**src/rtl/nibble_stack.sv**
```systemverilog
// Shift-register operand stack: one 3-bit command per clock, top two entries exposed combinationally.
// Optional sticky overflow/underflow ports are enabled with the NIBBLE_STACK_ERR_EN macro.
module nibble_stack #(
    parameter int WIDTH = 4,
    parameter int DEPTH = 8
) (
    input  logic                       clk,
    input  logic                       rst,
    input  logic [2:0]                 mode,
    input  logic [WIDTH-1:0]           in_word,
    output logic [WIDTH-1:0]           top_word,
    output logic [WIDTH-1:0]           second_word,
    output logic [$clog2(DEPTH+1)-1:0] count,
    output logic                       empty,
`ifdef NIBBLE_STACK_ERR_EN
    output logic                       overflow,
    output logic                       underflow,
`endif
    output logic                       full
);
    localparam int CW = $clog2(DEPTH+1);
    localparam logic [CW-1:0] DEPTH_C = CW'(DEPTH);

    localparam logic [2:0] MODE_IDLE  = 3'b000;
    localparam logic [2:0] MODE_PUSH  = 3'b001;
    localparam logic [2:0] MODE_POP   = 3'b010;
    localparam logic [2:0] MODE_SWAP  = 3'b011;
    localparam logic [2:0] MODE_ROLL  = 3'b100;
    localparam logic [2:0] MODE_ROLL2 = 3'b101;
    localparam logic [2:0] MODE_RESET = 3'b110;

    logic [WIDTH-1:0] e_q [DEPTH];
    logic [WIDTH-1:0] e_d [DEPTH];
    logic [CW-1:0]    count_q, count_d;
    logic             ovf_set, unf_set, clr;

    always_comb begin
        e_d     = e_q;
        count_d = count_q;
        ovf_set = 1'b0;
        unf_set = 1'b0;
        clr     = 1'b0;
        case (mode)
            MODE_PUSH: begin
                // When full the bottom entry falls off and count stays at DEPTH.
                for (int i = DEPTH-1; i >= 1; i--) e_d[i] = e_q[i-1];
                e_d[0] = in_word;
                if (count_q == DEPTH_C) ovf_set = 1'b1;
                else count_d = count_q + CW'(1);
            end
            MODE_POP: begin
                if (count_q == '0) begin
                    unf_set = 1'b1;
                end else begin
                    for (int i = 0; i < DEPTH-1; i++) e_d[i] = e_q[i+1];
                    e_d[DEPTH-1] = '0;
                    count_d = count_q - CW'(1);
                end
            end
            MODE_SWAP: begin
                if (count_q < CW'(2)) begin
                    unf_set = 1'b1;
                end else begin
                    e_d[0] = e_q[1];
                    e_d[1] = e_q[0];
                end
            end
            MODE_ROLL: begin
                e_d[0] = in_word;
                if (count_q == '0) begin
                    count_d = CW'(1);
                    unf_set = 1'b1;
                end
            end
            MODE_ROLL2: begin
                e_d[0] = in_word;
                if (count_q < CW'(2)) begin
                    for (int i = 1; i < DEPTH; i++) e_d[i] = '0;
                    count_d = CW'(1);
                    unf_set = 1'b1;
                end else begin
                    for (int i = 1; i < DEPTH-1; i++) e_d[i] = e_q[i+1];
                    e_d[DEPTH-1] = '0;
                    count_d = count_q - CW'(1);
                end
            end
            MODE_RESET: clr = 1'b1;
            MODE_IDLE:  ;
            default:    ;
        endcase
    end

    always_ff @(posedge clk) begin
        if (rst || clr) begin
            for (int i = 0; i < DEPTH; i++) e_q[i] <= '0;
            count_q <= '0;
        end else begin
            e_q     <= e_d;
            count_q <= count_d;
        end
    end

`ifdef NIBBLE_STACK_ERR_EN
    logic ovf_q, unf_q;

    always_ff @(posedge clk) begin
        if (rst || clr) begin
            ovf_q <= 1'b0;
            unf_q <= 1'b0;
        end else begin
            ovf_q <= ovf_q | ovf_set;
            unf_q <= unf_q | unf_set;
        end
    end

    assign overflow  = ovf_q;
    assign underflow = unf_q;
`else
    // Error conditions still steer data/count above; only the flags are dropped.
    logic unused_err;
    assign unused_err = ovf_set | unf_set;
`endif

    assign top_word    = e_q[0];
    assign second_word = e_q[1];
    assign count       = count_q;
    assign empty       = (count_q == '0);
    assign full        = (count_q == DEPTH_C);
endmodule
```
**config.mk**
```make
export PLATFORM = sky130hd
export DESIGN_NAME = nibble_stack
export DESIGN_NICKNAME = d
export VERILOG_FILES = /design/src/rtl/nibble_stack.sv
export SDC_FILE = /design/constraint.sdc
export NUM_CORES = 1
export LEC_CHECK = 0
export ABC_AREA = 1
export BUFFER_PORTS_ARGS = -buffer_cell sky130_fd_sc_hd__buf_4
export CAP_MARGIN = 5
export CORE_ASPECT_RATIO = 2
export CORE_MARGIN = 2
export CORE_UTILIZATION = 47
export DETAILED_ROUTE_END_ITERATION = 10
export GPL_TIMING_DRIVEN = 0
export PLACE_DENSITY = 0.66
export SYNTH_ARGS = -nofsm -noshare
export SYNTH_HDL_FRONTEND = slang
export SYNTH_SLANG_ARGS = --single-unit
```
**constraint.sdc**
```tcl
create_clock -name clk -period 1.6 [get_ports clk]
set_input_delay 0.24 -clock clk [delete_from_list [all_inputs] [get_ports clk]]
set_output_delay 0.24 -clock clk [all_outputs]
set_load 0.05 [all_outputs]
```
# Yosys cells after proc, flatten, opt, wreduce, memory -nomap -nowiden
# Cells that the tools add are included.
[word_totals]
latchBits = 0
wordCells = 46
memories = 0
output_inout_bits = 14
rom_bits = 0
ramBits = 0
regBits = 36
[op_classes]
multipliers = 0
n_lt_le_gt_ge = 1
div = 0
reduce_logical = 11
n_addsub = 2
n_bitwise = 0
shift = 0
mux = 12
eq_ne = 11
[ops]
columns = ["op", "count"]
rows = [
  ["24-bit one-hot mux with 3 select lines", 1],
  ["32-bit two-way mux", 1],
  ["4-bit one-hot mux with 4 select lines", 2],
  ["28-bit two-way mux", 1],
  ["4-bit two-way mux", 4],
  ["4-bit one-hot mux with 3 select lines", 1],
  ["3-bit == test, second input constant", 3],
  ["8-bit two-way mux", 1],
  ["2-bit != test, second input constant", 4],
  ["4-bit nonzero test", 2],
  ["3-bit by 2-bit == test with 1-bit output, second input constant", 2],
  ["3-bit AND reduction", 2],
  ["3-bit nonzero test", 2],
  ["4-bit by 1-bit adder with 4-bit output, second input constant", 1],
  ["4-bit == test, second input constant", 1],
  ["4-bit zero test", 1],
  ["4-bit by 2-bit less-than comparator with 1-bit output, second input constant", 1],
  ["4-bit AND reduction", 1],
  ["4-bit by 1-bit subtractor with 4-bit output, second input constant", 1],
  ["3-bit by 1-bit == test with 1-bit output, second input constant", 1],
  ["3-bit OR reduction", 1],
  ["2-bit AND reduction", 1],
  ["1-bit logical OR", 1],
  ["1-bit two-way mux", 1],
]

# Longest topological paths before layout
# Gate-level depths: netlist (run 1).
[logic_depth]
ltp_word = 4
ltp_mapped = 10

# Worst setup path after synthesis (run 1)
# No wires, ideal clock.
[synth_timing]
path_kind = "register to register"
from = "register count_q[0] (netlist: count[0])"
to = "register e_q[11] in the netlist's numbering"
path_stages_with_launch = 11
arrival_ns = 2.374
synth_period_minus_slack_ns = 2.493
t_required_ns = 1.481
path_buffers = 1
setup_ns = 0.119
path_slack_ns = -0.893
path_cell_list = "dfxtp_1 -> inv_1 -> ha_1 -> nand2_1 -> nor2_1 -> nand2_2 -> nand2_4 -> inv_2 -> buf_2 -> o21ai_0 -> a21oi_1"
[synth_via]
elab_chain_cells = 3
word_cells_on_any_way = 6
cone_classes = "order compare (1); eq/ne (1); mux (2); reduce/logical (2)"
[synth_lines]
columns = ["item", "line_no", "text"]
rows = [
  ["start, declared", "34", "logic [CW-1:0] count_q, count_d;"],
  ["start signal, assigned", "99", "count_q <= count_d;"],
  ["4-bit zero test", "n/a", ""],
  ["named net empty", "14", "output logic empty,"],
  ["2-bit != test (no source line)", "n/a", ""],
  ["2-bit AND reduction (no source line)", "n/a", ""],
  ["end signal, assigned", "98", "e_q <= e_d;"],
  ["end, declared", "32", "logic [WIDTH-1:0] e_q [DEPTH];"],
]
# The timed path passes the listed nets, and every way through them passes these cells.
# A chain may end at the register's enable or synchronous reset.

# Final worst setup path (run 1)
[layout_timing]
from = "register count_q[3] (netlist: count[3])"
to = "output port full"
[layout_via]
elab_chain_cells = 1
[layout_lines]
columns = ["item", "line_no", "text"]
rows = [
  ["4-bit == test", "128", "assign full = (count_q == DEPTH_C);"],
  ["end, declared", "19", "output logic full"],
]
# Every way passes these cells.

==> results of run 1 <==
-- logic make-up (layout without fill, tap and decap cells) --
group,count (synthesis),in the layout,share of synthesized area
and+or+nand+nor,156,156,0.3269
DFF,36,36,0.3607
AOI/OAI and AO/OA,73,73,0.1879
adders and majority gates,2,2,0.01252
buffers and inverters,45,79,0.1121
-- through the flow --
step           instance area (um2)    util  hold slack [ps]  power [mW]
6_report                      2441  0.5972            293.3       2.510
5_1_grt                       2441  0.5972            313.7       2.637
4_1_cts                       2392  0.5852            296.9       2.498
3_5_place_dp                  2291  0.5605            452.8       1.810
3_3_place_gp                  2291  0.5605            453.3       1.801
2_1_floorplan                 2061       -            437.5       1.612
-- metal layers --
metal | GRT usage | vias up | part of all wire
met4 | 0.09722 | 0 | 0.017
met3 | 0.03882 | 7 | 0.024
li1 | - | 1070 | -
met1 | 0.2141 | 962 | 0.37
met5 | 0 | - | 0
met2 | 0.4759 | 35 | 0.59
-- cell usage after synthesis (all sizes together) --
cell type / count
nand4: 1
clkbuf: 2
dfxtp: 36
o21ai: 25
nor2: 34
nand2: 95
buf: 18
nand3: 26
o211ai: 1
a21oi: 47
inv: 25
ha: 2
-- power by group through the flow --
stage	logic, mW	registers [mW]	clock network (mW)
6_report	0.778	1.04	0.690
5_1_grt	0.851	1.05	0.733
4_1_cts	0.753	1.04	0.701
3_5_place_dp	0.746	1.06	0
3_3_place_gp	0.738	1.06	0
2_1_floorplan	0.530	1.08	0
-- worst reg2reg max path, delay by kind of cell, from the launching register on --
family,cells,cell delay (ps)
adders and majority gates,1,170
DFF,1,350
buffers and inverters,3,290
AOI/OAI and AO/OA,2,190
and+or+nand+nor,4,420
-- worst paths after layout --
check	endpoint
worst max register to register	e_q[7]$_SDFFE_PP0P_
worst max-delay path	full
worst min register to register	e_q[1]$_SDFFE_PP0P_
worst min-delay path	top_word[1]$_SDFFE_PP0P_
-- timing repair --
action / in CTS / in global routing
buffers inserted: 0 / 4
gates resized for setup: 3 / 6
endpoints found under the setup margin: 19 / 34
pin swaps: 0 / 7
gates cloned: 0 / 0
hold buffers: 0 / 0
-- sequential cells by signal, indices dropped and copies added (netlist names) --
name / flops
top_word: 4
count: 4
e_q: 24
second_word: 4
-- final cells by class --
class,count,share of cell area
buffer,20,0.06048
clock buffer,7,0.03537
clock inverter,1,0.003075
inverter,25,0.04203
multi-input combinational,231,0.4531
sequential,36,0.2993
tap,52,0.02665
timing repair buffer,26,0.07996
==> impl_metrics.env, run 1 <==
export IMPL_place_congestion=0.8094
export IMPL_clock_path_buffers=2
export IMPL_tns_ps=-3.152
export IMPL_synth_top_cell_by_area="dfxtp_1"
export IMPL_final_cell_mix="89 x nand2_1, 46 x a21oi_1, 41 x buf_4"
export IMPL_slowest_stage="dfxtp_2"
export IMPL_crit_cells=4
export IMPL_first_pass_iters=4
export IMPL_hold_class="input port to flop"
export IMPL_place_ws_ps=-89.42
export IMPL_diodes=0
export IMPL_grt_remaining_overflow=0
export IMPL_fin_skew_ps=5.581
export IMPL_final_common_cell="nand2_1"
export IMPL_status="complete, but fails checks"
export IMPL_synth_avg_cell_area_um2=6.404
export IMPL_power_frac_comb=0.310
export IMPL_antenna_found_initial=0
export IMPL_placed_cells=386
export IMPL_core_area_mm2=0.004088
export IMPL_cts_made_buffers=5
export IMPL_viasPerCell=5.211
export IMPL_power_density_mw_per_mm2=1028
export IMPL_globalRouteTotalUtil=0.2326
export IMPL_swShare=0.3631
export IMPL_htreeDepth=2
export IMPL_die_w_um=50.11
export IMPL_ys_top_cells_by_area="dfxtp_1 36%, nand2_1 17%, a21oi_1 12%"
export IMPL_path_clk_slew_ps=70
export IMPL_num_fill_cells=424
export IMPL_seq_power_share=0.415
export IMPL_peakVddDrop_v=0.0008401
export IMPL_dieArea_mm2=0.004821
export IMPL_vias=2074
export IMPL_yosysSeqAreaShare=0.3607
export IMPL_timing_final_crit_share=1.002
export IMPL_dp_hpwl_um=3968
export IMPL_rows=33
export IMPL_layout_nets=356
export IMPL_worstHoldPathCells=5
export IMPL_grt_pass1_vias=1856
export IMPL_layout_drive_gt1_share=0.2254
export IMPL_violations="setup timing"
export IMPL_antenna_left=0
export IMPL_wl_per_cell_um=13.17
export IMPL_p_switching_mw=0.9116
export IMPL_first_iter_violations=44
export IMPL_internal_power_mw=1.599
export IMPL_routed_wl_um=5243
export IMPL_fp_dieH_um=96.21
export IMPL_syn_nets=323
export IMPL_synth_area_mm2=0.001998
export IMPL_multi_input_area_mm2=0.001106
export IMPL_timing_rr_start="count[0]$_SDFFE_PP0P_"
export IMPL_post_route_min_period_ps=1603
export IMPL_floorplan_initialDensity=0.4888
export IMPL_cp_common_cell="buf_4"
export IMPL_clkSinkCount=36
export IMPL_power_leakage_nw=1.105
export IMPL_area_growth_pct=22.17
export IMPL_fmax_mhz=623.8
export IMPL_io_pins=23
export IMPL_crit_path_end_kind="output port"
export IMPL_arrival_ps=1360
export IMPL_crit_required_ps=1360
export IMPL_cap_violations=0
export IMPL_clk_latency_ps=290
export IMPL_reg2reg_slack_ps=80
export IMPL_drc_errors=0
export IMPL_critical_path_class="flop to output port"
export IMPL_worst_pin_slew_ps=580.0
export IMPL_cpPeakStageDelay_ps=430
export IMPL_crit_fanout=6
export IMPL_startpoint="count[3]$_SDFFE_PP0P_"
export IMPL_port_buffer_count=22
export IMPL_ys_types=21
export IMPL_grt_max_degree=12
export IMPL_instances_no_fill=398
export IMPL_synthCells=312
export IMPL_p_clk_frac=0.275
export IMPL_max_slew_margin=0.6116
export IMPL_crit_chain="clkinvlp_4 -> buf_4 -> nor2_4 -> buf_4"
export IMPL_synth_warnings=0
export IMPL_hold_viol=0
export IMPL_grt_setup_unrepaired="yes"
export IMPL_cts_root_buf="clkbuf_8"
export IMPL_hold_start="in_word[1]"
export IMPL_regArea_um2=730.7
export IMPL_cp_start_kind="flop"
export IMPL_fin_ws_ps=-3.152
export IMPL_synth_seq_cells=36
export IMPL_drv_slew=0
export IMPL_setup_viol=1
export IMPL_cts_tree="yes"
export IMPL_r2r_cells=10
export IMPL_synth_top_area_share=0.3607
export IMPL_critPathBufInv=3
export IMPL_cp_top_family="buffers and inverters"
export IMPL_grt_pass1_wl_um=8473
No activity file was read; power rests on OpenSTA's default activity.
==> inputs of run 2 (changes only) <==
--- a/config.mk
+++ b/config.mk
@@ -6,7 +6,7 @@
 export NUM_CORES = 1
 export LEC_CHECK = 0
 export ABC_AREA = 1
-export BUFFER_PORTS_ARGS = -buffer_cell sky130_fd_sc_hd__buf_4
+export BUFFER_PORTS_ARGS = -buffer_cell sky130_fd_sc_hd__clkbuf_2
 export CAP_MARGIN = 5
 export CORE_ASPECT_RATIO = 2
 export CORE_MARGIN = 2
==> run 2 against run 1 <==
The flow now finishes without violations. Clock-buffer cell count unchanged. Worst setup slack improved by 65 ps. Sequential cell count unchanged. Largest cell class unchanged. First-iteration DRC count decreased by 39%. Highest routed layer unchanged. Via count decreased by 1.6%. Combinational power decreased by 3.1%. Core utilization decreased by 1.2 points.
==> impl_metrics.env, run 2 (synthesis gave the netlist of run 1 again) <==
export IMPL_crit_required_ps=1360
export IMPL_final_cell_mix="89 x nand2_1, 45 x a21oi_1, 32 x dfxtp_1"
export IMPL_power_density_mw_per_mm2=1022
export IMPL_layout_drive_gt1_share=0.2261
export IMPL_slowest_stage="dfxtp_4"
export IMPL_largest_reg_flops=24
export IMPL_r2r_cells=7
export IMPL_drv_slew=0
export IMPL_grt_remaining_overflow=0
export IMPL_area_growth_pct=19.66
export IMPL_tns_ps=0
export IMPL_fp_dieH_um=96.21
export IMPL_vias=2040
export IMPL_core_area_mm2=0.004088
export IMPL_port_buffer_count=22
export IMPL_timing_final_crit_share=0.9610
export IMPL_crit_end="empty"
export IMPL_p_clk_frac=0.262
export IMPL_viasPerCell=5.139
export IMPL_setup_viol=0
export IMPL_clk_latency_ps=280
export IMPL_peakVddDrop_v=0.0007532
export IMPL_layout_nets=355
export IMPL_internal_power_mw=1.534
export IMPL_cp_top_family="flip-flops"
export IMPL_swShare=0.3722
export IMPL_htreeDepth=2
export IMPL_critical_path_class="flop to output port"
export IMPL_placed_cell_area_mm2=0.002236
export IMPL_die_w_um=50.11
export IMPL_wl_per_cell_um=13.47
export IMPL_cts_made_buffers=5
export IMPL_antenna_left=0
export IMPL_reg2reg_slack_ps=70
export IMPL_cpPeakStageDelay_ps=380
export IMPL_antenna_found_initial=0
export IMPL_clkSinkCount=36
export IMPL_crit_chain="inv_4 -> ha_4 -> nand2_4 -> nor2_4 -> buf_4"
export IMPL_p_switching_mw=0.9092
export IMPL_placed_cells=386
export IMPL_startpoint="count[0]$_SDFFE_PP0P_"
export IMPL_cts_tree="yes"
export IMPL_io_pins=23
export IMPL_max_slew_margin=0.7124
export IMPL_grt_pass1_wl_um=8507
export IMPL_crit_cells=5
export IMPL_first_pass_iters=4
export IMPL_critPathBufInv=2
export IMPL_arrival_ps=1300
export IMPL_dp_hpwl_um=4010
export IMPL_hold_buffers=0
export IMPL_whs_ps=305.6
export IMPL_floorplan_initialDensity=0.4888
export IMPL_routed_wl_um=5349
export IMPL_final_common_cell="nand2_1"
export IMPL_post_route_cell_area_mm2=0.002391
export IMPL_grt_pass1_vias=1962
export IMPL_diodes=0
export IMPL_cap_violations=0
export IMPL_grt_setup_unrepaired="yes"
export IMPL_dieArea_mm2=0.004821
export IMPL_crit_path_end_kind="output port"
export IMPL_fmax_mhz=650.3
export IMPL_regMostFlops="e_q"
export IMPL_globalRouteTotalUtil=0.2360
export IMPL_power_frac_comb=0.309
export IMPL_timing_rr_start="count[3]$_SDFFE_PP0P_"
export IMPL_crit_fanout=6
export IMPL_hold_class="input port to flop"
export IMPL_worst_pin_slew_ps=431.4
export IMPL_p_total_mw=2.443
export IMPL_cp_start_kind="flop"
export IMPL_clock_path_buffers=2
export IMPL_place_ws_ps=-85.11
export IMPL_place_congestion=0.8160
export IMPL_post_route_min_period_ps=1538
export IMPL_drc_errors=0
export IMPL_instances_no_fill=397
export IMPL_fin_util=0.5849
export IMPL_first_iter_violations=27
export IMPL_hold_viol=0
export IMPL_seq_power_share=0.429
export IMPL_fin_ws_ps=62.33
export IMPL_status="finished, final reports clean"
export IMPL_cts_root_buf="clkbuf_8"
export IMPL_power_leakage_nw=1.087
export IMPL_rows=33
export IMPL_grt_max_degree=12
export IMPL_fin_skew_ps=6.193
export IMPL_path_clk_slew_ps=80
export IMPL_reg2reg_to="e_q[13]$_SDFFE_PP0P_"
==> run 2: power by group through the flow <==
stage | Sequential (mW) | Combinational [mW] | Clock [mW]
after floorplan | 1.08 | 0.530 | 0
after global placement | 1.07 | 0.709 | 0
after detailed placement | 1.07 | 0.716 | 0
after CTS | 1.05 | 0.734 | 0.678
after global routing | 1.06 | 0.827 | 0.708
final | 1.05 | 0.754 | 0.640
==> run 2: what timing repair did <==
action                     CTS  global route
gates cloned                 0             0
setup endpoints to repair   32            36
pin swaps                    0             2
setup buffers                1             2
resized for setup            6            10
==> run 2: worst reg2reg max path: stages, from the launching register on <==
cell and delay [ps]:
dfxtp_4 410, clkinvlp_4 200, nand2_4 180, inv_1 80, a21oi_2 160, buf_4 190
nand2_1 100, a21oi_1 140
==> run 2: worst min path at each step <==
stage,endpoint,depth (start not counted),startpoint
2_1_floorplan,e_q[4]$_SDFFE_PP0P_,2,e_q[0]$_SDFFE_PP0P_
3_3_place_gp,e_q[5]$_SDFFE_PP0P_,2,e_q[1]$_SDFFE_PP0P_
3_5_place_dp,e_q[5]$_SDFFE_PP0P_,2,e_q[1]$_SDFFE_PP0P_
4_1_cts,top_word[3]$_SDFFE_PP0P_,5,in_word[3]
5_1_grt,top_word[2]$_SDFFE_PP0P_,5,in_word[2]
6_report,top_word[3]$_SDFFE_PP0P_,5,in_word[3]
==> run 2: final cells by class <==
type / count / area, um2
multi-input combinational: 231 / 1120
clock buffer: 7 / 76.32
timing repair buffer: 25 / 137.6
tap: 52 / 65.06
sequential: 36 / 733.2
inverter: 25 / 102.6
clock inverter: 1 / 8.758
buffer: 20 / 147.6
fill: 416 / 1697
==> run 2: per-layer routing <==
layer	routed length, um	global-route usage	vias up	share of wire
li1	-	-	1065	-
met1	2017	0.2099	940	0.38
met2	3151	0.4825	29	0.59
met3	92	0.03416	6	0.017
met4	88	0.1250	0	0.016
met5	0	0	-	0
